**src/rtl/muldiv_pkg.sv**
```systemverilog
// Shared definitions for the iterative RV32M multiply/divide unit:
// funct3 op codes, FSM state encoding and operand-signedness predicates.
package muldiv_pkg;

    localparam logic [2:0] OP_MUL    = 3'd0;
    localparam logic [2:0] OP_MULH   = 3'd1;
    localparam logic [2:0] OP_MULHSU = 3'd2;
    localparam logic [2:0] OP_MULHU  = 3'd3;
    localparam logic [2:0] OP_DIV    = 3'd4;
    localparam logic [2:0] OP_DIVU   = 3'd5;
    localparam logic [2:0] OP_REM    = 3'd6;
    localparam logic [2:0] OP_REMU   = 3'd7;

    typedef enum logic [1:0] {
        S_IDLE = 2'd0,
        S_CALC = 2'd1,
        S_FIX  = 2'd2,
        S_DONE = 2'd3
    } state_e;

    function automatic logic is_div(input logic [2:0] op);
        return op[2];
    endfunction

    function automatic logic is_signed_a(input logic [2:0] op);
        return (op == OP_MUL) || (op == OP_MULH) || (op == OP_MULHSU) ||
               (op == OP_DIV) || (op == OP_REM);
    endfunction

    function automatic logic is_signed_b(input logic [2:0] op);
        return (op == OP_MUL) || (op == OP_MULH) || (op == OP_DIV) || (op == OP_REM);
    endfunction

endpackage

```
**src/rtl/muldiv_cond_neg.sv**
```systemverilog
// Conditional two's-complement negate of a W-bit value.
// Purely combinational; no flow control.
module muldiv_cond_neg #(
    parameter int W = 32
) (
    input  logic [W-1:0] val,
    input  logic         neg,
    output logic [W-1:0] res
);

    assign res = neg ? (~val + W'(1)) : val;

endmodule

```
**src/rtl/rv_muldiv_unit.sv**
```systemverilog
// Iterative RV32M mul/div: XLEN+2 cycles normal, 1 cycle for div-by-zero/overflow; req_ready only in IDLE, result held until rsp_ready.
// MULDIV_EARLY_OUT_EN: multiply leaves CALC once the remaining multiplier bits are zero.
module rv_muldiv_unit
    import muldiv_pkg::*;
#(
    parameter int XLEN  = 32,
    parameter int CNT_W = 6
) (
    input  logic            clk,
    input  logic            rst_n,
    input  logic            req_valid,
    output logic            req_ready,
    input  logic [2:0]      req_op,
    input  logic [XLEN-1:0] req_a,
    input  logic [XLEN-1:0] req_b,
    output logic            rsp_valid,
    input  logic            rsp_ready,
    output logic [XLEN-1:0] rsp_result,
    output logic            busy
);

    localparam int W2 = 2 * XLEN;

    state_e            state_q;
    logic [2:0]        op_q;
    logic              sa_q, sb_q;
    logic [CNT_W-1:0]  cnt_q;
    logic [W2-1:0]     acc_q;
    logic [XLEN-1:0]   opnd_q;
    logic [XLEN-1:0]   rsp_result_q;
    logic              rsp_valid_q, req_ready_q, busy_q;

    logic              a_neg, b_neg, req_div, b_zero, ovf, special, mul_skip;
    logic [XLEN-1:0]   a_mag, b_mag, spec_res;

    assign a_neg   = is_signed_a(req_op) & req_a[XLEN-1];
    assign b_neg   = is_signed_b(req_op) & req_b[XLEN-1];
    assign req_div = is_div(req_op);
    assign b_zero  = (req_b == '0);
    assign ovf     = req_div && !req_op[0] && (req_b == '1) &&
                     (req_a == {1'b1, {(XLEN-1){1'b0}}});
    assign special = req_div && (b_zero || ovf);
    assign spec_res = b_zero ? (req_op[1] ? req_a : '1)
                             : (req_op[1] ? '0 : req_a);

    muldiv_cond_neg #(.W(XLEN)) u_abs_a (.val(req_a), .neg(a_neg), .res(a_mag));
    muldiv_cond_neg #(.W(XLEN)) u_abs_b (.val(req_b), .neg(b_neg), .res(b_mag));

`ifdef MULDIV_EARLY_OUT_EN
    assign mul_skip = !req_div && (b_mag == '0);
`else
    assign mul_skip = 1'b0;
`endif

    // One shared adder: multiply adds the multiplicand into the upper half,
    // divide trial-subtracts the divisor from the shifted partial remainder.
    logic              div_q;
    logic [XLEN:0]     add_a, add_b, sum;
    logic [W2-1:0]     acc_d;
    logic [CNT_W-1:0]  cnt_d;
    logic              mul_done, calc_exit;

    assign div_q = is_div(op_q);

    always_comb begin
        add_a = {1'b0, acc_q[W2-1:XLEN]};
        add_b = acc_q[0] ? {1'b0, opnd_q} : '0;
        if (div_q) begin
            add_a = acc_q[W2-1:XLEN-1];
            add_b = {1'b0, opnd_q};
        end
    end

    assign sum = add_a + (add_b ^ {(XLEN+1){div_q}}) + {{XLEN{1'b0}}, div_q};

    always_comb begin
        acc_d = {sum, acc_q[XLEN-1:1]};
        if (div_q) begin
            acc_d = sum[XLEN] ? {add_a[XLEN-1:0], acc_q[XLEN-2:0], 1'b0}
                              : {sum[XLEN-1:0],   acc_q[XLEN-2:0], 1'b1};
        end
    end

    assign cnt_d = cnt_q + CNT_W'(1);

`ifdef MULDIV_EARLY_OUT_EN
    // Multiplier bits not yet consumed sit in the low XLEN-cnt_d bits.
    assign mul_done = !div_q && ((acc_d[XLEN-1:0] & ({XLEN{1'b1}} >> cnt_d)) == '0);
`else
    assign mul_done = 1'b0;
`endif
    assign calc_exit = (cnt_q == CNT_W'(XLEN - 1)) || mul_done;

    logic [W2-1:0]   fix_src, neg_in, neg_out;
    logic            neg_en;
    logic [XLEN-1:0] res_fix;

`ifdef MULDIV_EARLY_OUT_EN
    // Skipped iterations would only have shifted right; apply them at once.
    assign fix_src = acc_q >> (CNT_W'(XLEN) - cnt_q);
`else
    assign fix_src = acc_q;
`endif

    assign neg_in = div_q ? {{XLEN{1'b0}}, (op_q[1] ? acc_q[W2-1:XLEN] : acc_q[XLEN-1:0])}
                          : fix_src;
    assign neg_en = (div_q && op_q[1]) ? sa_q : (sa_q ^ sb_q);

    muldiv_cond_neg #(.W(W2)) u_fix_neg (.val(neg_in), .neg(neg_en), .res(neg_out));

    assign res_fix = (!div_q && (op_q != OP_MUL)) ? neg_out[W2-1:XLEN] : neg_out[XLEN-1:0];

    always_ff @(posedge clk) begin
        if (!rst_n) begin
            state_q      <= S_IDLE;
            op_q         <= OP_MUL;
            sa_q         <= 1'b0;
            sb_q         <= 1'b0;
            cnt_q        <= '0;
            acc_q        <= '0;
            opnd_q       <= '0;
            rsp_result_q <= '0;
            rsp_valid_q  <= 1'b0;
            req_ready_q  <= 1'b1;
            busy_q       <= 1'b0;
        end else begin
            unique case (state_q)
                S_IDLE: begin
                    if (req_valid) begin
                        op_q        <= req_op;
                        sa_q        <= a_neg;
                        sb_q        <= b_neg;
                        cnt_q       <= '0;
                        acc_q       <= {{XLEN{1'b0}}, (req_div ? a_mag : b_mag)};
                        opnd_q      <= req_div ? b_mag : a_mag;
                        req_ready_q <= 1'b0;
                        busy_q      <= 1'b1;
                        if (special) begin
                            rsp_result_q <= spec_res;
                            rsp_valid_q  <= 1'b1;
                            state_q      <= S_DONE;
                        end else begin
                            state_q <= mul_skip ? S_FIX : S_CALC;
                        end
                    end
                end
                S_CALC: begin
                    acc_q <= acc_d;
                    cnt_q <= cnt_d;
                    if (calc_exit) begin
                        state_q <= S_FIX;
                    end
                end
                S_FIX: begin
                    rsp_result_q <= res_fix;
                    rsp_valid_q  <= 1'b1;
                    state_q      <= S_DONE;
                end
                S_DONE: begin
                    if (rsp_ready) begin
                        rsp_valid_q <= 1'b0;
                        req_ready_q <= 1'b1;
                        busy_q      <= 1'b0;
                        state_q     <= S_IDLE;
                    end
                end
                default: state_q <= S_IDLE;
            endcase
        end
    end

    assign req_ready  = req_ready_q;
    assign rsp_valid  = rsp_valid_q;
    assign rsp_result = rsp_result_q;
    assign busy       = busy_q;

endmodule
```
**config.mk**
```make
export PLATFORM = sky130hd
export DESIGN_NAME = rv_muldiv_unit
export DESIGN_NICKNAME = d
export VERILOG_FILES = /design/src/rtl/muldiv_pkg.sv /design/src/rtl/muldiv_cond_neg.sv /design/src/rtl/rv_muldiv_unit.sv
export SDC_FILE = /design/constraint.sdc
export NUM_CORES = 1
export LEC_CHECK = 0
export CORE_MARGIN = 2
export CORE_UTILIZATION = 50
export DETAILED_ROUTE_END_ITERATION = 8
export HOLD_SLACK_MARGIN = 0.1
export PLACE_DENSITY = 0.72
export SLEW_MARGIN = 20
export SYNTH_ARGS = -nofsm -noshare
export SYNTH_HDL_FRONTEND = slang
export SYNTH_SLANG_ARGS = --single-unit
export TNS_END_PERCENT = 20
```
**constraint.sdc**
```tcl
create_clock -name clk -period 7.9 [get_ports clk]
set_clock_uncertainty 0.1 [all_clocks]
set_input_delay 0.79 -clock clk [delete_from_list [all_inputs] [get_ports clk]]
set_output_delay 0.79 -clock clk [all_outputs]
set_load 0.005 [all_outputs]
```
Yosys cells after proc, flatten, opt, wreduce, memory -nomap -nowiden --
Cells that the tools add are included.
Word-level totals: flip-flop bits (word level) 144, input bits 71, output and inout bits 35, logic and storage cells 105
Operators by class: $add $sub $neg 6, equality and inequality tests 14, multiplexer cells 38, bitwise operators 7, reduce and logical (&&, ||, !) cells 29
Operators by type and width (number):
- 2-to-1 mux 32 bit | 13
- 2-to-1 mux 64 bit | 5
- case mux 64 bit (2 select lines) | 1
- adder 32 x 1 -> 32 bit (second input constant) | 2
- adder 64 x 1 -> 64 bit (second input constant) | 1
- == test 32 bit (second input constant) | 2
- inverter 32 bit | 2
- inverter 64 bit | 1
- case mux 32 bit (2 select lines) | 1
- adder 33 x 1 -> 33 bit | 1
- adder 33 bit | 1
- 2-to-1 mux 33 bit | 1
- XOR 33 bit | 1
- zero test 32 bit | 1
- case mux 6 bit (2 select lines) | 1
- AND reduction 3 bit | 3
- 2-to-1 mux 2 bit | 4
- != test 2 bit (second input constant) | 4
- case mux 2 bit (4 select lines) | 1
- logical OR 1 bit | 7
- 2-to-1 mux 1 bit | 7
- adder 6 x 1 -> 6 bit (second input constant) | 1
- == test 3 bit (second input constant) | 2
- == test 6 x 5 -> 1 bit (second input constant) | 1
- other kinds (17) | 30

Depth between registers and ports, before layout --
Gate-level depths: netlist of the first run.
depth in word-level cells 10, depth in mapped cells 22

Modules after synthesis --
From an unflattened synthesis of the first run, not the netlist that was laid out.
Second synthesis, totals: cells, all modules 1743, area total of the unflattened synthesis 13835.8 um2
Modules (own cells, without submodules):
- rv_muldiv_unit | instances 1, cells each 1339, area an instance 10632.7 um2, seq. area each 2882.8 um2
- muldiv_cond_neg at u_fix_neg | instances 1, cells each 206, area an instance 1649.1 um2, seq. area each 0.0 um2
- muldiv_cond_neg at u_abs_a ... | instances 2, cells each 99, area an instance 777.0 um2, seq. area each 0.0 um2

Worst setup path after synthesis of the first run --
OpenSTA, ideal clock, no wires.
kind register to register, start register op_q[2], end register acc_q[39], library setup time 128 ps, data arrival time 5305 ps, required time 7672 ps, path slack 2367 ps, stages on the path, launching flop included 21, period minus slack after synthesis 5533 ps, cells stage by stage dfxtp_1 buf_2 buf_6 buf_6 buf_2 buf_2 buf_1 buf_1 clkbuf_1 mux2_2 fa_1 a211oi_1 o21a_1 a211oi_1 or4b_1 a31oi_2 o21ai_1 xnor2_1 buf_4 mux2i_1 o21ai_0
On the way: word-level cells in the longest chain between the ends 7, elaborated cells between the ends (all ways) 8, classes of those cells 2 x add/sub; 5 x mux; 1 x bitwise
RTL lines:
- start, declared | RTL line rv_muldiv_unit.sv:25 | logic [2:0] op_q;
- start signal, assigned | RTL line rv_muldiv_unit.sv:130 | op_q <= req_op;
- 2-to-1 mux 32 bit | RTL line rv_muldiv_unit.sv:68 | if (div_q) begin
- XOR 33 bit | RTL line rv_muldiv_unit.sv:74 | assign sum = add_a + (add_b ^ {(XLEN+1){div_q}}) + {{XLEN{1'b0}}, div_q};
- adder 33 bit | RTL line rv_muldiv_unit.sv:74
- adder 33 x 1 -> 33 bit | RTL line rv_muldiv_unit.sv:74
- 2-to-1 mux 64 bit | RTL line rv_muldiv_unit.sv:79 | acc_d = sum[XLEN] ? {add_a[XLEN-1:0], acc_q[XLEN-2:0], 1'b0}
- 2-to-1 mux 64 bit (*) | RTL line rv_muldiv_unit.sv:78 | if (div_q) begin
- case mux 64 bit (2 select lines) (*) | RTL line rv_muldiv_unit.sv:127 | unique case (state_q)
- end signal, assigned | RTL line rv_muldiv_unit.sv:134 | acc_q <= {{XLEN{1'b0}}, (req_div ? a_mag : b_mag)};
- end, declared | RTL line rv_muldiv_unit.sv:28 | logic [W2-1:0] acc_q;
Mark *: on every way between the ends. The rest lies on a longest branch, timed or not. A chain may end at the register's enable or synchronous reset.

Final worst setup path of the first run --
start register op_q[2], end register rsp_result_q[31], in the netlist rsp_result[31]
On the way: word-level cells in the longest chain between the ends 6, elaborated cells between the ends (all ways) 11, classes of those cells 1 x add/sub; 5 x mux; 1 x bitwise; 4 x reduce/logical
RTL lines:
- 2-to-1 mux 64 bit | RTL line rv_muldiv_unit.sv:105 | assign neg_in = div_q ? {{XLEN{1'b0}}, (op_q[1] ? acc_q[W2-1:XLEN] : acc_q[XLEN-1:0])}
- inverter 64 bit | RTL line muldiv_cond_neg.sv:11 | assign res = neg ? (~val + W'(1)) : val;
- adder 64 x 1 -> 64 bit | RTL line muldiv_cond_neg.sv:11
- 2-to-1 mux 64 bit | RTL line muldiv_cond_neg.sv:11
- 2-to-1 mux 32 bit (*) | RTL line rv_muldiv_unit.sv:111 | assign res_fix = (!div_q && (op_q != OP_MUL)) ? neg_out[W2-1:XLEN] : neg_out[XLEN-1:0];
- case mux 32 bit (2 select lines) (*) | RTL line rv_muldiv_unit.sv:127
- end signal, assigned | RTL line rv_muldiv_unit.sv:139 | rsp_result_q <= spec_res;
- end signal, assigned | RTL line rv_muldiv_unit.sv:155 | rsp_result_q <= res_fix;
- end, declared | RTL line rv_muldiv_unit.sv:30 | logic [XLEN-1:0] rsp_result_q;
Marks and branches as above.

==> results of run 1 <==
## state kept, by name, summed over array words and instances (netlist names)
register	flops
sb_q	1
state_q	2
acc_q	64
cnt_q	6
rsp_valid	1
sa_q	1
opnd_q	32
req_ready	1
rsp_result	32
busy	1
op_q	3
## layer usage
layer	vias to the layer above	part of all wire [%]
met5	-	0
met1	7264	42
met4	0	4.6
li1	7248	-
met2	916	44
met3	140	9.8
## kinds of logic after synthesis
logic type / count (synthesis)
and+or+nand+nor: 656
AOI/OAI and AO/OA: 652
buffers and inverters: 196
xor gates and xnor gates: 150
DFF: 144
muxes: 125
adders and majority gates: 57
## cell type report
class / instances / area, µm² / area share [%]
Multi-Input combinational cell: 1640 / 10630 / 66.74
Sequential cell: 144 / 2887 / 18.12
Timing Repair Buffer: 134 / 1264 / 7.932
Tap cell: 378 / 473.0 / 2.969
Clock buffer: 17 / 425.4 / 2.670
Clock inverter: 15 / 166.4 / 1.045
Inverter: 21 / 78.83 / 0.4948
Antenna cell: 2 / 5.005 / 0.03141
## report_power, final
group          leakage, nW  switching [mW]  internal [mW]
Clock                0.284           0.413          0.424
Combinational         4.48            1.46          0.859
Sequential            1.18           0.291          0.890
Total                 5.94            2.16           2.17
## worst max-delay path by stage
stage	end	startpoint	slack [ps]	cells past startpoint
global route	rsp_result[29]	op_q[2]	2220	11
global placement	rsp_result[29]	op_q[2]	2830	11
floorplan	acc_q[39]	op_q[2]	2370	20
finish	rsp_result[31]	op_q[2]	2520	11
detailed placement	rsp_result[31]	op_q[2]	2650	11
CTS	rsp_result[31]	op_q[2]	2640	11
## through the flow
| step | utilization [%] | area (µm²) | std cells |
|---|---|---|---|
| after global placement | 54.90 | 15330 | 2317 |
| after global routing | 57.01 | 15930 | 2349 |
| after detailed placement | 54.90 | 15330 | 2317 |
| after CTS | 57.01 | 15930 | 2349 |
| final | 57.03 | 15930 | 2351 |
| after floorplan | - | 14280 | 1980 |
## synth_stat cells (30+ instances only)
cell type | number | area share [%]
sky130_fd_sc_hd__a211oi_1 | 63 | 3.3
sky130_fd_sc_hd__ha_1 | 40 | 3.5
sky130_fd_sc_hd__a22oi_1 | 30 | 1.6
sky130_fd_sc_hd__o21ai_0 | 160 | 5.6
sky130_fd_sc_hd__xnor2_1 | 83 | 5.1
sky130_fd_sc_hd__a21oi_1 | 170 | 6.0
sky130_fd_sc_hd__nor2_1 | 198 | 5.2
sky130_fd_sc_hd__nand2_1 | 181 | 4.8
sky130_fd_sc_hd__dfxtp_1 | 144 | 20
sky130_fd_sc_hd__clkbuf_1 | 130 | 3.4
sky130_fd_sc_hd__mux2i_1 | 83 | 5.8
sky130_fd_sc_hd__nand3_1 | 61 | 2.1
sky130_fd_sc_hd__xor2_1 | 67 | 4.1
sky130_fd_sc_hd__nor3_1 | 72 | 2.5
sky130_fd_sc_hd__mux2_2 | 42 | 3.3
sky130_fd_sc_hd__a21o_1 | 34 | 1.8
## worst register-to-register path: stages (launching register included)
cell	delay [ps]
sky130_fd_sc_hd__dfxtp_4	620
sky130_fd_sc_hd__buf_4	610
sky130_fd_sc_hd__and2_1	760
sky130_fd_sc_hd__buf_4	400
sky130_fd_sc_hd__o221ai_2	210
sky130_fd_sc_hd__or4_1	690
sky130_fd_sc_hd__nor3_4	540
sky130_fd_sc_hd__o2111ai_2	330
sky130_fd_sc_hd__o41ai_1	570
sky130_fd_sc_hd__xnor2_1	170
sky130_fd_sc_hd__nor2_1	60
sky130_fd_sc_hd__o31ai_1	230
==> results by stage, run 1 <==
Critical path:
- Counting both buffers and inverters, the worst setup path holds a total of 2.
- The endpoint class of the critical path is a flop.
- The critical path goes through buf_4 -> and2_1 -> buf_4 -> o221ai_2 -> or4_1 -> nor3_4 -> o2111ai_2 -> o41ai_1 -> xnor2_1 -> nor2_1 -> o31ai_1.
- The worst register-to-register path has a depth of 11.
- Setup slack on the worst reg-to-reg path comes out at 2520 ps.
- The data arrival time at the worst-slack endpoint is 5650 ps.
- By startpoint and endpoint, the worst setup path is classified as reg -> reg.
- The cell that appears most often on the critical path is sky130_fd_sc_hd__buf_4.
- The startpoint type of the worst setup path is a flop.
- The end of the worst register-to-register path is rsp_result[31].
- The endpoint required time on the critical path is 8170 ps.
- The delay of the slowest critical-path stage is 730 ps.
- Grouping stages by cell kind, the critical path spends the most delay in simple AND/OR/NAND/NOR gates.
- The highest-delay cell along the critical path is sky130_fd_sc_hd__and2_1.
- In this run the critical register-to-register path is launched from op_q[2].
- The largest fanout on the critical path is 53.

Synthesis:
- The compound-gate portion of the synthesized area is 29.16%.
- Counting every instance in the synthesized netlist gives 1980.
- The number of library cell types mapped by synthesis is 90.
- The combinational family with the most area after synthesis is compound AO/OA/AOI/OAI gates.
- The synthesized design contains 0 enable-type register cells.
- After Yosys synthesis, XOR and XNOR cells account for 9.200% of the synthesized area.
- The fraction of registers with async set or reset after synthesis is 0%.
- The Yosys warning count is 0.
- The mean post-synth cell area is 7.212 µm².
- The area share of and/or/nand/nor cells after synthesis is 21.87%.
- The net count of the mapped netlist is 2092.
- After synthesis the netlist holds a flip-flop and latch count of 144.
- The sequential-to-total area share from yosys stat is 20.19%.
- In this run the cell area of the synthesized design comes to 14280 µm².
- Multiplexer cells account for 9.130% of the synthesized area.
- Of the total synthesized cell area, the portion taken by full adders, half adders and majority gates is 4.766%.
- The most frequently used flop master after synthesis is sky130_fd_sc_hd__dfxtp_1.

Floorplan:
- From bottom edge to top edge, the die measures 173.0 µm.
- The I/O pin count is 106.
- For this configuration, the core starts out at a cell density of 51.12%.
- The floorplan step defined a die boundary enclosing 29930 µm².
- From left edge to right edge, the die measures 173.0 µm.
- The floorplan has 61 rows.
- The total area inside the core boundary comes to 27930 µm².

Pwr:
- The final total power is 4.336 mW.
- The cell leakage power is 5.940 nW.
- Power spread over the standard cell area amounts to 272.2 nW/µm².
- The worst-case vdd ir drop is 0.2499 mV.

Global route:
- For this run, global-route usage on met3 was measured as 6.530%.
- The global routing usage on met1 is 47.57%.
- The global-route wire length before repair is 81890 µm.
- The largest net degree at the start of global routing is 87.
- For this run the aggregate overflow at the end of global routing stands at 0.
- The initial antenna violation count is 3.
- In the global route stage, met2 resource usage came out at 53.18%.
- The total global-route track usage is 34.86%.
- The number of global-route vias before repair is 13720.
- The peak-usage layer in the global routing report is met2.

Min path:
- The source of the worst hold timing path is sb_q.
- The endpoint with the worst hold slack is sb_q.
- In this run the worst hold path is classified as reg -> reg.
- The number of stages on the worst hold path is 2.

Place:
- Routability-driven placement finished with a final weighted congestion of 1.001.
- The post-DP HPWL is 40370 µm.
- The number of I/O port buffers is 105.
- Timing analysis after detailed placement gives a worst setup slack of 2650 ps.

STA:
- The clock period minus worst slack is 5377 ps.
- For the pin with the worst max-slew slack, the measured transition is 1035 ps.
- The number of setup violations in the final report is 0.
- The post-route worst hold slack is 364.2 ps.
- The number of slew-limit violations in the final report is 0.
- The worst path uses 68.07% of the clock period.
- In this run the tightest slew margin relative to its limit is 29.24%.
- The final hold violation count was 0.
- Summed over all failing endpoints, the final setup total negative slack is 0 ps.
- Setup slack on the critical path of the routed design comes to 2523 ps.
- Setup repair after global routing left no endpoint under its margin.
- For this run, the top clock speed supported by timing is 186.0 MHz.

Routing:
- The post-detailed-route DRC marker count is 0.
- Using the TritonRoute via totals, the vias-per-cell ratio works out to 6.622.
- The total number of vias is 15570.
- In the final routed layout, each cell accounts on average for 23.01 µm.
- The detail route stage leaves a number of antenna-violating nets equal to 0.
- The first detailed-routing pass ran for 7 iterations.
- Wires add up to 54100 µm.
- After the first detailed-routing iteration, the DRC count stood at 2512.

CTS:
- After clock tree synthesis, the flow added hold-fix buffers numbering 0.
- The post-CTS repair timing setup buffer count is 0.
- The H-tree was split into 4 levels.
- The clock buffer count from CTS is 17.
- TritonCTS built the clock tree.
- The post-cts repair resize count is 0.
- The clock sink total is 144.
- In this run the clock root is driven by a sky130_fd_sc_hd__clkbuf_16.
- Clock-pin slew was measured on the worst setup and hold paths at 80 ps.
- The maximum buffer depth of the clock tree is 2.
- At the later pin of the worst-skew pair, clock insertion delay measures 460 ps.

Outcome:
- The flow ran to the end, and the final reports show no timing, DRC or antenna violations.

Cells and area:
- The share of cells above drive strength 1 is 7.052%.
- The number of inserted filler cells in the final layout is 2695.
- The number of nets in the layout is 2070.
- The leading cell type in the layout, fill and taps excluded is sky130_fd_sc_hd__nor2_1.
- In the layout the commonest cells are sky130_fd_sc_hd__nor2_1, sky130_fd_sc_hd__nand2_1, sky130_fd_sc_hd__a21oi_1.
- The post-synthesis to final-layout area growth is 11.57%.

Job:
- The total of max-cap violations is 0.
(Power assumes the default switching activity.)
==> inputs of run 2 (changes only) <==
Settings changed: PLACE_DENSITY 0.72 to 0.74.
Clock period 7.9 ns to 4.7 ns, I/O delays scaled along.
==> results by stage, run 2 (synthesis results as in run 1) <==
Min path:
- In this run the worst hold path is classified as reg -> reg.
- The number of stages on the worst hold path is 2 (unchanged).
- The source of the worst hold timing path is rsp_result[17].

Pwr:
- The switching power summed over all nets is 3.632 mW (+68%).
- The switching part of the total is 49.09% (-0.80 points).
- The internal power is 3.767 mW (+73%).
- The sequential fraction of design power is 26.6% (-0.6 points).
- The clock share of power is 18.6% (-0.7 points).
- The worst-case vdd ir drop is 0.3494 mV (+40%).
- The cell leakage power was 6.111 nW (+2.9%).
- The combinational cell fraction of total power is 54.7% (+1.3 points).
- The total power per unit cell area is 456.2 nW/µm² (+68%).

Global route:
- The global-route wire length before repair is 81590 µm (-0.37%).
- The number of global-route vias before repair is 14110 (+2.8%).
- The global route total overflow came to 0 (unchanged).
- The initial antenna violation count was 2 (-1).
- The total global-route track usage is 34.60% (-0.26 points).
- The largest net degree at the start of global routing is 112 (+29%).

Place:
- The number of I/O port buffers is 105 (unchanged).
- The cell area after placement is 15590 µm² (+1.7%).
- The routability congestion estimate from global placement is 0.9961 (-0.49%).
- The post-DP HPWL was 40820 µm (+1.1%).

STA:
- The clock period minus worst slack was 4521 ps (-855.8 ps).
- The final hold violation count is 0 (unchanged).
- The fmax is 221.2 MHz (+19%).
- The post-route setup TNS came to 0 ps (unchanged).
- The number of setup violations in the final report came to 0 (unchanged).
- Setup repair after global routing left no endpoint under its margin.
- The number of slew-limit violations in the final report was 0 (unchanged).
- The final cycle utilization of the critical path is 96.20% (+28 points).
- The normalized max-slew margin is 4.852% (-24 points).
- The transition time of the tightest slew-check pin was 1391 ps (+356.5 ps).

Critical path:
- The delay of the slowest critical-path stage is 580 ps (-150 ps).
- The highest-delay cell along the critical path is sky130_fd_sc_hd__or4b_4.
- The startpoint type of the worst setup path is a flop.
- The cell class contributing the biggest share of worst-path delay is compound AO/OA/AOI/OAI gates.
- Traced cell by cell, the critical path runs through buf_4 -> mux2_2 -> ha_1 -> a21oi_1 -> o21ai_0 -> a2111oi_0 -> or4b_4 -> a31oi_4 -> o21ai_2 -> xnor2_2 -> buf_6 -> mux2i_1 -> o21ai_0.
- The count of buffering cells on the critical path with inverters included is 2 (unchanged).
- The startpoint identified for the worst register-to-register timing path is op_q[2].
- The endpoint class of the critical path is a flop.
- The most numerous cell type found on the critical path is sky130_fd_sc_hd__o21ai_0.
- The number of gates on the worst path with buffers counted was 13 (+2).
- In this run the worst setup path begins at op_q[2].
- The data arrival time at the worst-slack endpoint is 4700 ps (-950 ps).
- The category of the critical setup timing path is reg -> reg.
- The largest fanout on the critical path came to 21 (-60%).
- The path depth of the worst reg2reg path came to 13 (+2).
- The endpoint required time on the critical path is 4880 ps (-3290 ps).

Routing:
- The post-detailed-route count of antenna-violating nets is 0 (unchanged).
- The length of the first detailed-routing pass in iterations was 6 (-1).
- The post-detailed-route DRC marker count was 0 (unchanged).
- The total length of routed wires is 54250 µm (+0.28%).
- The detailed-route vias per instance is 6.652 (+0.45%).
- The routed length per placed instance is 22.78 µm (-0.98%).
- The initial DRC count was 2366 (-5.8%).
- The total number of vias is 15840 (+1.7%).

Cells and area:
- The multi-input gate area in the final layout came to 10650 µm² (+0.15%).
- The share of cells above drive strength 1 is 8.492% (+1.4 points).
- The flip-flop count of the largest register after layout was 64 (unchanged).
- The sequential cell area came to 2887 µm² (unchanged).
- The number of inserted filler cells in the final layout is 2658 (-1.4%).
- In the layout the commonest cells are sky130_fd_sc_hd__nor2_1, sky130_fd_sc_hd__nand2_1, sky130_fd_sc_hd__a21oi_1.
- The post-route cell area is 16220 µm² (+1.8%).
- Relative to the synthesized area, the layout overhead comes to 13.57%.
- The leading cell type in the layout, fill and taps excluded is sky130_fd_sc_hd__nor2_1.
- Counting flops per register, the top entry is acc_q.
- The number of nets in the layout is 2101 (+1.5%).

CTS:
- The clock edge transition at the registers on the reported setup and hold paths is 70 ps (about the same).
- The clock sink total was 144 (unchanged).
- The clock latency on the worst-skew pair was 440 ps (-20 ps).
- The clock buffer count from CTS came to 17 (unchanged).
- The CTS H-tree depth is 4 (unchanged).
- The clock tree from TritonCTS is yes.
- The clock tree root driver cell is sky130_fd_sc_hd__clkbuf_16.
- The maximum buffer depth of the clock tree was 2 (unchanged).

Floorplan:
- The initial standard-cell utilization of the core is 51.12% (unchanged).
- The overall die height is 173.0 µm (unchanged).
- The area enclosed by the die boundary is 29930 µm² (unchanged).
- The site row count came to 61 (unchanged).
- The I/O pin count is 106 (unchanged).
- The standard cell core area is 27930 µm² (unchanged).
- The width of the chip came to 173.0 µm (unchanged).

Outcome:
- The flow ran to the end, and the final reports show no timing, DRC or antenna violations.

Job:
- The total of max-cap violations came to 0 (unchanged).
run 2: cell type report:
type	count	area share (%)
clock inverter	12	0.7715
multi-input combinational	1640	65.66
sequential	144	17.80
antenna	1	0.01543
timing repair buffer	165	9.582
clock buffer	20	2.754
tap	378	2.916
inverter	21	0.5015
run 2: per-stage QoR:
stage                     hold WS (ps)  setup WS [ps]  total power, mW  instances  util (%)
after floorplan                  331.7          3.148            4.519       1980         -
after global placement           343.8          181.7            5.780       2346     55.82
after detailed placement         352.5          183.7            5.841       2346     55.82
after CTS                        359.1          244.0            7.221       2378     57.87
after global routing             381.2          28.06            7.764       2380     58.05
final                            356.0          178.5            7.399       2381     58.06
run 2: worst paths after layout:
kind,slack [ps],end
max,180,acc_q[40]
min,360,rsp_result[17]
max reg2reg,180,acc_q[40]
min reg2reg,360,rsp_result[17]
run 2: timing repair:
item	in CTS	in global routing
setup buffers	0	0
hold buffers	0	0
gates resized for setup	0	6
setup endpoints to repair	0	17
run 2: layer usage:
metal,share of wire (%),GRT usage [%],routed length [µm]
met1,41,47.32,22290
met2,43,52.97,23140
met5,0,0,0
met3,11,5.409,5758
met4,5.6,16.95,3054
run 2: worst register-to-register path, stage by stage (launching register included):
cell and delay [ps]:
sky130_fd_sc_hd__dfxtp_4 550, sky130_fd_sc_hd__buf_4 340, sky130_fd_sc_hd__mux2_2 380, sky130_fd_sc_hd__ha_1 420, sky130_fd_sc_hd__a21oi_1 220, sky130_fd_sc_hd__o21ai_0 170
sky130_fd_sc_hd__a2111oi_0 460, sky130_fd_sc_hd__or4b_4 580, sky130_fd_sc_hd__a31oi_4 230, sky130_fd_sc_hd__o21ai_2 140, sky130_fd_sc_hd__xnor2_2 200, sky130_fd_sc_hd__buf_6 260
sky130_fd_sc_hd__mux2i_1 220, sky130_fd_sc_hd__o21ai_0 110
run 2: power groups by stage:
| stage | combinational [mW] | clock [mW] | sequential [mW] |
|---|---|---|---|
| floorplan | 2.79 | 0 | 1.73 |
| global placement | 3.83 | 0 | 1.95 |
| detailed placement | 3.89 | 0 | 1.95 |
| CTS | 3.90 | 1.39 | 1.93 |
| global route | 4.35 | 1.43 | 1.99 |
| finish | 4.05 | 1.38 | 1.97 |
==> inputs of run 3 (changes only) <==
Settings changed: CAP_MARGIN set to 20.
==> results of run 3 <==
Final layout, timing and power as in run 2 (identical DEF).
